## config.mk

```make
export PLATFORM = sky130hd
export DESIGN_NAME = cache_port_arbiter_flat
export DESIGN_NICKNAME = d
export VERILOG_FILES = /design/src/rtl/cache_port_arbiter_if.sv /design/src/rtl/cache_port_arbiter.sv /design/src/flat_wrapper.sv
export SDC_FILE = /design/constraint.sdc
export NUM_CORES = 1
export LEC_CHECK = 0
export ABC_AREA = 1
export CORE_UTILIZATION = 35
export DETAILED_ROUTE_END_ITERATION = 8
export PLACE_DENSITY = 0.58
export SYNTH_ARGS = -nofsm -noshare
export SYNTH_HDL_FRONTEND = slang
export SYNTH_SLANG_ARGS = --single-unit
export TNS_END_PERCENT = 20
```

## constraint.sdc

```tcl
create_clock -name clk -period 4.8 [get_ports clk]
set_input_delay 0.72 -clock clk [delete_from_list [all_inputs] [get_ports clk]]
set_output_delay 0.72 -clock clk [all_outputs]
set_load 0.02 [all_outputs]
```

## src/rtl/cache_port_arbiter_if.sv

```systemverilog
// Purpose: request/grant bundle between the requesters and the cache port arbiter.
// Signals:
//   req         N      per-requester request level
//   done        1      cache completion pulse for the granted transaction
//   grant       N      one-hot grant, or zero
//   grant_idx   IDX_W  binary index of the granted requester (0 when idle)
//   grant_valid 1      a grant is held
//   timeout     1      one-cycle pulse when the watchdog forced a release
// Modports: master = requester/cache side, slave = arbiter side.
interface cache_port_arbiter_if #(
   parameter int unsigned N     = 4,
   parameter int unsigned IDX_W = 2
) ();
   logic [N-1:0]     req;
   logic             done;
   logic [N-1:0]     grant;
   logic [IDX_W-1:0] grant_idx;
   logic             grant_valid;
   logic             timeout;

   modport master (
      output req, done,
      input  grant, grant_idx, grant_valid, timeout
   );

   modport slave (
      input  req, done,
      output grant, grant_idx, grant_valid, timeout
   );
endinterface

```

## src/rtl/cache_port_arbiter.sv

```systemverilog
// Purpose: round-robin arbiter sharing one cache access port among N requesters.
//          A grant is held until the cache pulses done or the watchdog expires;
//          release re-arbitrates in the same cycle with rotated priority.
// Ports:
//   clk  rising-edge clock
//   rst  synchronous active-high reset
//   bus  cache_port_arbiter_if.slave (req/done in, grant/grant_idx/grant_valid/timeout out)
// All outputs are registered.
module cache_port_arbiter #(
   parameter int unsigned N       = 4,
   parameter int unsigned IDX_W   = 2,
   parameter int unsigned TIMEOUT = 64,
   parameter int unsigned CNT_W   = 7
) (
   input  logic                 clk,
   input  logic                 rst,
   cache_port_arbiter_if.slave  bus
);

   localparam bit               WD_EN    = (TIMEOUT != 0);
   localparam logic [CNT_W-1:0] CNT_LAST = CNT_W'((TIMEOUT == 0) ? 0 : TIMEOUT - 1);
   localparam logic [IDX_W-1:0] IDX_LAST = IDX_W'(N - 1);
   localparam logic [IDX_W:0]   N_EXT    = (IDX_W + 1)'(N);

   typedef enum logic {
      ST_IDLE = 1'b0,
      ST_BUSY = 1'b1
   } state_e;

   state_e           state_q, state_d;
   logic [IDX_W-1:0] ptr_q, ptr_d;
   logic [CNT_W-1:0] cnt_q, cnt_d;
   logic [N-1:0]     grant_q, grant_d;
   logic [IDX_W-1:0] grant_idx_q, grant_idx_d;
   logic             grant_valid_q, grant_valid_d;
   logic             timeout_q, timeout_d;

   logic [IDX_W-1:0] ptr_inc_c;
   logic [IDX_W-1:0] base_c;
   logic [2*N-1:0]   req2_c;
   logic [N-1:0]     rot_c;
   logic [IDX_W-1:0] off_c;
   logic [IDX_W:0]   sum_c;
   logic             win_found_c;
   logic [IDX_W-1:0] win_idx_c;
   logic             wd_expire_c;
   logic             release_c;

   // Pointer after the current holder, wrapping N-1 -> 0 for any N.
   assign ptr_inc_c = (grant_idx_q == IDX_LAST) ? '0 : grant_idx_q + IDX_W'(1);

   // On release the scan already starts from the updated pointer.
   assign base_c = (state_q == ST_BUSY) ? ptr_inc_c : ptr_q;

   // Rotate req so bit 0 corresponds to the highest-priority requester.
   assign req2_c = {bus.req, bus.req} >> base_c;
   assign rot_c  = req2_c[N-1:0];

   // Lowest set bit of the rotated vector; descending scan leaves the smallest offset.
   always_comb begin
      win_found_c = 1'b0;
      off_c       = '0;
      for (int k = N - 1; k >= 0; k--) begin
         if (rot_c[k]) begin
            win_found_c = 1'b1;
            off_c       = IDX_W'(k);
         end
      end
   end

   // Undo the rotation modulo N.
   always_comb begin
      sum_c = {1'b0, base_c} + {1'b0, off_c};
      if (sum_c >= N_EXT) begin
         sum_c = sum_c - N_EXT;
      end
      win_idx_c = sum_c[IDX_W-1:0];
   end

   assign wd_expire_c = WD_EN && (cnt_q == CNT_LAST);
   assign release_c   = (state_q == ST_BUSY) && (bus.done || wd_expire_c);

   // State register.
   always_ff @(posedge clk) begin
      if (rst) begin
         state_q       <= ST_IDLE;
         ptr_q         <= '0;
         cnt_q         <= '0;
         grant_q       <= '0;
         grant_idx_q   <= '0;
         grant_valid_q <= 1'b0;
         timeout_q     <= 1'b0;
      end else begin
         state_q       <= state_d;
         ptr_q         <= ptr_d;
         cnt_q         <= cnt_d;
         grant_q       <= grant_d;
         grant_idx_q   <= grant_idx_d;
         grant_valid_q <= grant_valid_d;
         timeout_q     <= timeout_d;
      end
   end

   // Next-state and registered-output logic.
   always_comb begin
      state_d       = state_q;
      ptr_d         = ptr_q;
      cnt_d         = cnt_q;
      grant_d       = grant_q;
      grant_idx_d   = grant_idx_q;
      grant_valid_d = grant_valid_q;
      timeout_d     = 1'b0;

      unique case (state_q)
         ST_IDLE: begin
            if (win_found_c) begin
               state_d       = ST_BUSY;
               grant_d       = N'(1) << win_idx_c;
               grant_idx_d   = win_idx_c;
               grant_valid_d = 1'b1;
               cnt_d         = '0;
            end else begin
               grant_d       = '0;
               grant_idx_d   = '0;
               grant_valid_d = 1'b0;
            end
         end

         ST_BUSY: begin
            cnt_d = cnt_q + CNT_W'(1);
            if (release_c) begin
               ptr_d     = ptr_inc_c;
               // done takes precedence: a coinciding completion is not a timeout.
               timeout_d = wd_expire_c && !bus.done;
               cnt_d     = '0;
               if (win_found_c) begin
                  grant_d       = N'(1) << win_idx_c;
                  grant_idx_d   = win_idx_c;
                  grant_valid_d = 1'b1;
               end else begin
                  state_d       = ST_IDLE;
                  grant_d       = '0;
                  grant_idx_d   = '0;
                  grant_valid_d = 1'b0;
               end
            end
         end

         default: begin
            state_d = ST_IDLE;
         end
      endcase
   end

   assign bus.grant       = grant_q;
   assign bus.grant_idx   = grant_idx_q;
   assign bus.grant_valid = grant_valid_q;
   assign bus.timeout     = timeout_q;

endmodule
```

## src/flat_wrapper.sv

```systemverilog
// flat-port wrapper written by rule: the top's interface ports become plain ports
module cache_port_arbiter_flat 
#(
   parameter int unsigned N       = 4,
   parameter int unsigned IDX_W   = 2,
   parameter int unsigned TIMEOUT = 64,
   parameter int unsigned CNT_W   = 7
)
  (clk, rst, bus_req, bus_done, bus_grant, bus_grant_idx, bus_grant_valid, bus_timeout);
  cache_port_arbiter_if #(.N(N), .IDX_W(IDX_W)) bus_i ();
  input  logic clk;
  input  logic rst;
  input wire logic [$bits(bus_i.req)-1:0] bus_req;
  input wire logic [$bits(bus_i.done)-1:0] bus_done;
  output wire logic [$bits(bus_i.grant)-1:0] bus_grant;
  output wire logic [$bits(bus_i.grant_idx)-1:0] bus_grant_idx;
  output wire logic [$bits(bus_i.grant_valid)-1:0] bus_grant_valid;
  output wire logic [$bits(bus_i.timeout)-1:0] bus_timeout;
  assign bus_i.req = bus_req;
  assign bus_i.done = bus_done;
  assign bus_grant = bus_i.grant;
  assign bus_grant_idx = bus_i.grant_idx;
  assign bus_grant_valid = bus_i.grant_valid;
  assign bus_timeout = bus_i.timeout;
  cache_port_arbiter #(.N(N), .IDX_W(IDX_W), .TIMEOUT(TIMEOUT), .CNT_W(CNT_W)) u_core (.clk(clk), .rst(rst), .bus(bus_i));
endmodule
```

Word level (Yosys, flattened, before mapping) --
Cells that the tools add are included.
Operators by class: reductions and logical operators 6, muxes and demuxes 25, $add $sub $neg 4, bitwise operators 2, shifts and indexed selects 2, $lt $le $gt $ge 1, equality and inequality tests 4
Operators by type and width (number):
- $mux 2 | 9
- $mux 7 | 2
- $pmux 7 s2 | 1
- $mux 4 | 2
- $pmux 4 s2 | 1
- $shr 8x2->4 | 1
- $add 7x1->7 const B | 1
- $eq 7x6->1 const B | 1
- $mux 1 | 7
- $pmux 1 s2 | 2
- $pmux 2 s2 | 1
- $shl 1x2->4 const A | 1
- $add 2x2->3 | 1
- $ge 3x3->1 const B | 1
- $reduce_or 3->1 | 1
- $add 2x1->2 const B | 1
- $eq 2x2->1 const B | 1
- $logic_and 1x1->1 | 2
- $ne 2x1->1 const B | 1
- $ne 2x2->1 const B | 1
- $not 1->1 | 2
- $reduce_and 2->1 | 1
- $sub 2x1->2 const B | 1
- $logic_not 1->1 | 1
- $logic_or 1x1->1 | 1
Word-level totals: output and inout bits 8, register bits after elaboration 18

Depth between registers and ports, before layout --
depth in word-level cells 15, depth in mapped cells 17, mapped depth without buffers 17

Worst setup path before layout --
Ideal clock, no wire load.
path kind flip-flop to flip-flop, start register u_core.grant_idx_q[0] (netlist: u_core.bus.grant_idx[0]), end register u_core.grant_q[1] (netlist: u_core.bus.grant[1]), stages on the path, launching flop included 17, clock period less this slack 2204 ps, required time 4672 ps, slack 2596 ps, arrival 2076 ps, cells stage by stage dfxtp_1 -> ha_1 -> inv_1 -> nand2_2 -> o21ai_4 -> inv_4 -> nand3_2 -> nand2_2 -> nand2_1 -> a21oi_1 -> ha_1 -> xor2_1 -> nand3_1 -> nand2_2 -> nor2_1 -> nor2_1 -> nor2_1
On the way: word-level cells in the longest chain between the ends 15, elaborated cells on any way between the ends 21
Ends and longest elaborated chain:
- from (decl) | RTL line cache_port_arbiter.sv:34 | logic [IDX_W-1:0] grant_idx_q, grant_idx_d;
- from (signal assigned) | RTL line cache_port_arbiter.sv:98 | grant_idx_q <= grant_idx_d;
- $add 2x1->2 / $eq 2x2->1 (equally long branches) | RTL line cache_port_arbiter.sv:50 | assign ptr_inc_c = (grant_idx_q == IDX_LAST) ? '0 : grant_idx_q + IDX_W'(1);
- $mux 2 (*) | RTL line cache_port_arbiter.sv:50
- via u_core.ptr_inc_c[1] | RTL line cache_port_arbiter.sv:38 | logic [IDX_W-1:0] ptr_inc_c;
- $mux 2 (*) | RTL line cache_port_arbiter.sv:53 | assign base_c = (state_q == ST_BUSY) ? ptr_inc_c : ptr_q;
- $shr 8x2->4 | RTL line cache_port_arbiter.sv:56 | assign req2_c = {bus.req, bus.req} >> base_c;
- $mux 2 (4 in a row) | RTL line cache_port_arbiter.sv:64 | if (rot_c[k]) begin
- $add 2x2->3 | RTL line cache_port_arbiter.sv:73 | sum_c = {1'b0, base_c} + {1'b0, off_c};
- $ge 3x3->1 / $sub 2x1->2 (equally long branches) | RTL line cache_port_arbiter.sv:74, cache_port_arbiter.sv:75
- $mux 2 | RTL line cache_port_arbiter.sv:74 | if (sum_c >= N_EXT) begin
- $shl 1x2->4 | RTL line cache_port_arbiter.sv:118, cache_port_arbiter.sv:137
- $mux 4 (*) | RTL line cache_port_arbiter.sv:116, cache_port_arbiter.sv:136
- $mux 4 | RTL line cache_port_arbiter.sv:131 | if (release_c) begin
- $pmux 4 s2 (*) | RTL line cache_port_arbiter.sv:114 | unique case (state_q)
- to (signal assigned) | RTL line cache_port_arbiter.sv:97 | grant_q <= grant_d;
- to (decl) | RTL line cache_port_arbiter.sv:33 | logic [N-1:0] grant_q, grant_d;
Mark *: on every way through the listed nets, which the timed path passes. The rest lies on a longest branch. The select of a mux whose other input is x is not followed. A chain may end at the register's enable or synchronous reset.

Worst setup path in the final report --
start register u_core.state_q, end register u_core.grant_q[1] (netlist: u_core.bus.grant[1])
On the way: word-level cells in the longest chain between the ends 13, elaborated cells on any way between the ends 21
Ends and longest elaborated chain:
- from (decl) | RTL line cache_port_arbiter.sv:30 | state_e state_q, state_d;
- from (signal assigned) | RTL line cache_port_arbiter.sv:94 | state_q <= state_d;
- $mux 2 | RTL line cache_port_arbiter.sv:53
- $shr 8x2->4 | RTL line cache_port_arbiter.sv:56
- $mux 2 (4 in a row) | RTL line cache_port_arbiter.sv:64
- $add 2x2->3 | RTL line cache_port_arbiter.sv:73
- $ge 3x3->1 / $sub 2x1->2 (equally long branches) | RTL line cache_port_arbiter.sv:74, cache_port_arbiter.sv:75
- $mux 2 | RTL line cache_port_arbiter.sv:74
- $shl 1x2->4 | RTL line cache_port_arbiter.sv:118, cache_port_arbiter.sv:137
- $mux 4 | RTL line cache_port_arbiter.sv:116, cache_port_arbiter.sv:136
- $mux 4 | RTL line cache_port_arbiter.sv:131
- $pmux 4 s2 | RTL line cache_port_arbiter.sv:114
Several ways; a longest one is shown, not always the timed one. The select of a mux whose other input is x is not followed.

==> flow_metrics.env <==
export IMPL_route_detailed_drc=0
export IMPL_grtUsageMet1=0.184
export IMPL_floorplan_initialDensity=0.380
export IMPL_regToRegSetupSlack_ns=2.39
export IMPL_r2r_start="u_core.state_q"
export IMPL_antenna_found_initial=0
export IMPL_netlist_area_um2=1190
export IMPL_fmax_mhz=415
export IMPL_synth_fa_ha_area_frac=0.0315
export IMPL_io_pins=15
export IMPL_synth_cells=171
export IMPL_cts_buffers=3
export IMPL_layout_worst_path_cycle_share=0.502
export IMPL_arrival_ns=2.59
export IMPL_gp_congestion=0.771
export IMPL_final_max_slew_viol_count=0
export IMPL_post_route_min_period_ns=2.41
export IMPL_dpl_worst_slack_ns=2.12
export IMPL_finalClockSkew_ns=0.00964
export IMPL_netlist_area_leader_share=0.303
export IMPL_dr_pass1_iters=4
export IMPL_synth_xor_area_frac=0.0147
export IMPL_relSlewSlack=0.500
export IMPL_power_density_nw_per_um2=492
export IMPL_hold_path_depth=2
export IMPL_num_antenna_cells=0
export IMPL_clock_root_buffer="clkbuf_4"
export IMPL_grt_max_degree=13
export IMPL_grt_pass1_vias=1066
export IMPL_yosys_top_cells_area="dfxtp_1 30%, nand3_1 12%, nand2_1 10%"
export IMPL_synth_top_family_by_area="simple AND/OR/NAND/NOR gates"
export IMPL_die_h_um=60.3
export IMPL_holdBufCountCts=0
export IMPL_fin_nets=197
export IMPL_ctsLongestPathBuffers=2
export IMPL_worstHoldPathType="reg -> reg"
export IMPL_fillers=330
export IMPL_port_buffers=14
export IMPL_rr_endpoint="u_core.bus.grant[1]"
export IMPL_peakVddDrop_uv=231
export IMPL_synthSimpleGateAreaFrac=0.460
export IMPL_critPathRequiredTime_ns=4.98
export IMPL_clk_latency_ns=0.29
export IMPL_synth_seq_area_share=0.303
export IMPL_worstSetupStartpointType="flop"
export IMPL_drive_above_1_share=0.140
export IMPL_r2r_cells=15
export IMPL_ctsResizeCount=0
export IMPL_htree_levels=1
export IMPL_rsz0062_at_grt="false"
export IMPL_ant_nets=0
export IMPL_hpwlAfterDp_mm=2.01
export IMPL_synth_compound_area_frac=0.108
export IMPL_synth_nets=181
export IMPL_power_leakage_nw=0.603
export IMPL_cts_tree="built"
export IMPL_cap_violations=0
export IMPL_dieArea_um2=3640
export IMPL_setup_tns_ns=0
export IMPL_cts_setup_buffers=0
export IMPL_viasPerCell=5.06
export IMPL_wire_per_inst_um=11.2
export IMPL_synth_area_mux_share=0
export IMPL_synth_distinct_cells=27
export IMPL_worstSetupPathType="reg -> reg"
export IMPL_grt_busiest_layer="met2"
export IMPL_grt_ovfl_total=0
export IMPL_clkSinkCount=18
export IMPL_die_width_um=60.3
export IMPL_crit_path_end_kind="flop"
export IMPL_holdPathEnd="u_core.cnt_q[6]"
export IMPL_routed_via_count=1163
export IMPL_hold_viol=0
export IMPL_setup_violations=0
export IMPL_core_um2=3130
export IMPL_ys_ff_latch=18
export IMPL_tightest_slew_ns=0.748
export IMPL_use_met2=0.276
export IMPL_status="finished, final reports clean"
export IMPL_worstHoldStart="u_core.cnt_q[6]"
export IMPL_drt_iter0_markers=62
export IMPL_synth_avg_cell_area_um2=6.96
export IMPL_grt_usage=0.161
export IMPL_grt_pass1_wl_mm=4.37
export IMPL_crit_fanout=9
export IMPL_use_met3=0.0455
export IMPL_yosysTopAreaCell="dfxtp_1"
export IMPL_yosys_warnings=0
export IMPL_dp_cells=226
export IMPL_wirelength_mm=2.57
export IMPL_clk_pin_slew_ns=0.11
export IMPL_fin_cells=230
export IMPL_fin_ws_ns=2.39
export IMPL_syn_to_final_growth_pct=17.2
export IMPL_fp_row_count=20
-- worst max-delay path by stage --
stage               cells after the start                  end  slack, ns                     from
floorplan                              16  u_core.bus.grant[1]       2.60  u_core.bus.grant_idx[0]
global placement                        9  u_core.bus.grant[1]       2.17                 bus_done
detailed placement                     14  u_core.bus.grant[1]       2.12               bus_req[1]
CTS                                    15  u_core.bus.grant[1]       2.38           u_core.state_q
global route                           15  u_core.bus.grant[1]       2.13           u_core.state_q
finish                                 15  u_core.bus.grant[1]       2.39           u_core.state_q
-- stage by stage --
stage / total power (W) / area, µm² / hold WS (ns) / util
2_1_floorplan: 0.000504 / 1190 / 0.423 / -
3_3_place_gp: 0.000591 / 1360 / 0.437 / 0.434
3_5_place_dp: 0.000598 / 1360 / 0.450 / 0.434
4_1_cts: 0.000692 / 1400 / 0.467 / 0.446
5_1_grt: 0.000749 / 1400 / 0.481 / 0.446
6_report: 0.000687 / 1400 / 0.464 / 0.446
-- cells in the mapped netlist --
master,number
a211oi_1,1
a21oi_1,11
buf_6,2
clkbuf_1,1
dfxtp_1,18
ha_1,3
inv_1,16
inv_4,2
nand2_1,33
nand2_2,6
nand2_4,3
nand2_8,1
nand3_1,29
nand3_2,3
nand3b_1,1
nand4_1,1
nor2_1,18
nor2_2,4
nor2_4,1
nor2_8,1
nor4_1,1
o21ai_0,8
o21ai_1,2
o21ai_4,1
or2_0,1
or2_1,1
xor2_1,2
-- power breakdown --
part / internal, W / leakage (nW) / switching, W
combinational: 0.000148 / 0.435 / 0.000245
clock: 0.0000462 / 0.0210 / 0.0000466
sequential: 0.000175 / 0.147 / 0.0000266
total: 0.000369 / 0.603 / 0.000318
-- layout by cell type, fill, tap and decap left out, drive strengths merged --
cell type,count
clkbuf,4
a21oi,11
inv,18
ha,3
nand3b,1
dfxtp,18
a211oi,1
clkdlybuf4s50,14
nand3,32
o21ai,11
xor2,2
nand4,1
nor2,24
nand2,43
nor4,1
or2,2
-- flip-flops by register name (all words and copies together), names as in the netlist --
signal / cells
u_core.bus.grant_valid: 1
u_core.ptr_q: 2
u_core.bus.timeout: 1
u_core.bus.grant_idx: 2
u_core.cnt_q: 7
u_core.state_q: 1
u_core.bus.grant: 4
-- metal layers --
metal  up-vias  wire [µm]
met5         -          0
met4         0         15
met3         2        112
met2        28       1260
met1       540       1180
li1        593          -
-- worst max-delay path, cell delays in order (launching register included) --
cell and delay [ns]:
dfxtp_1 0.74, inv_4 0.12, nand2_8 0.12, nand2_4 0.09, nand2_1 0.10, nand3_1 0.09, nand2_2 0.09, nand2_1 0.05
a21oi_1 0.12, ha_1 0.18, xor2_1 0.18, nand3_1 0.11, nand2_2 0.12, nor2_1 0.05, nor2_1 0.08, nor2_1 0.05
-- layout make-up --
class                   instances  area, µm²  area share
flip-flops and latches         18        360       0.258
clock buffers                   4       36.3      0.0260
repair buffers                 14        140       0.100
inverters                      18       72.6      0.0520
multi-input cells             132        731       0.524
well taps                      44       55.1      0.0395
-- cells by family after synthesis --
family	Yosys count
compound gates	23
xor+xnor	2
fa+ha+maj	3
buf+inv	21
simple gates	104
flops	18
(Power assumes the default switching activity.)
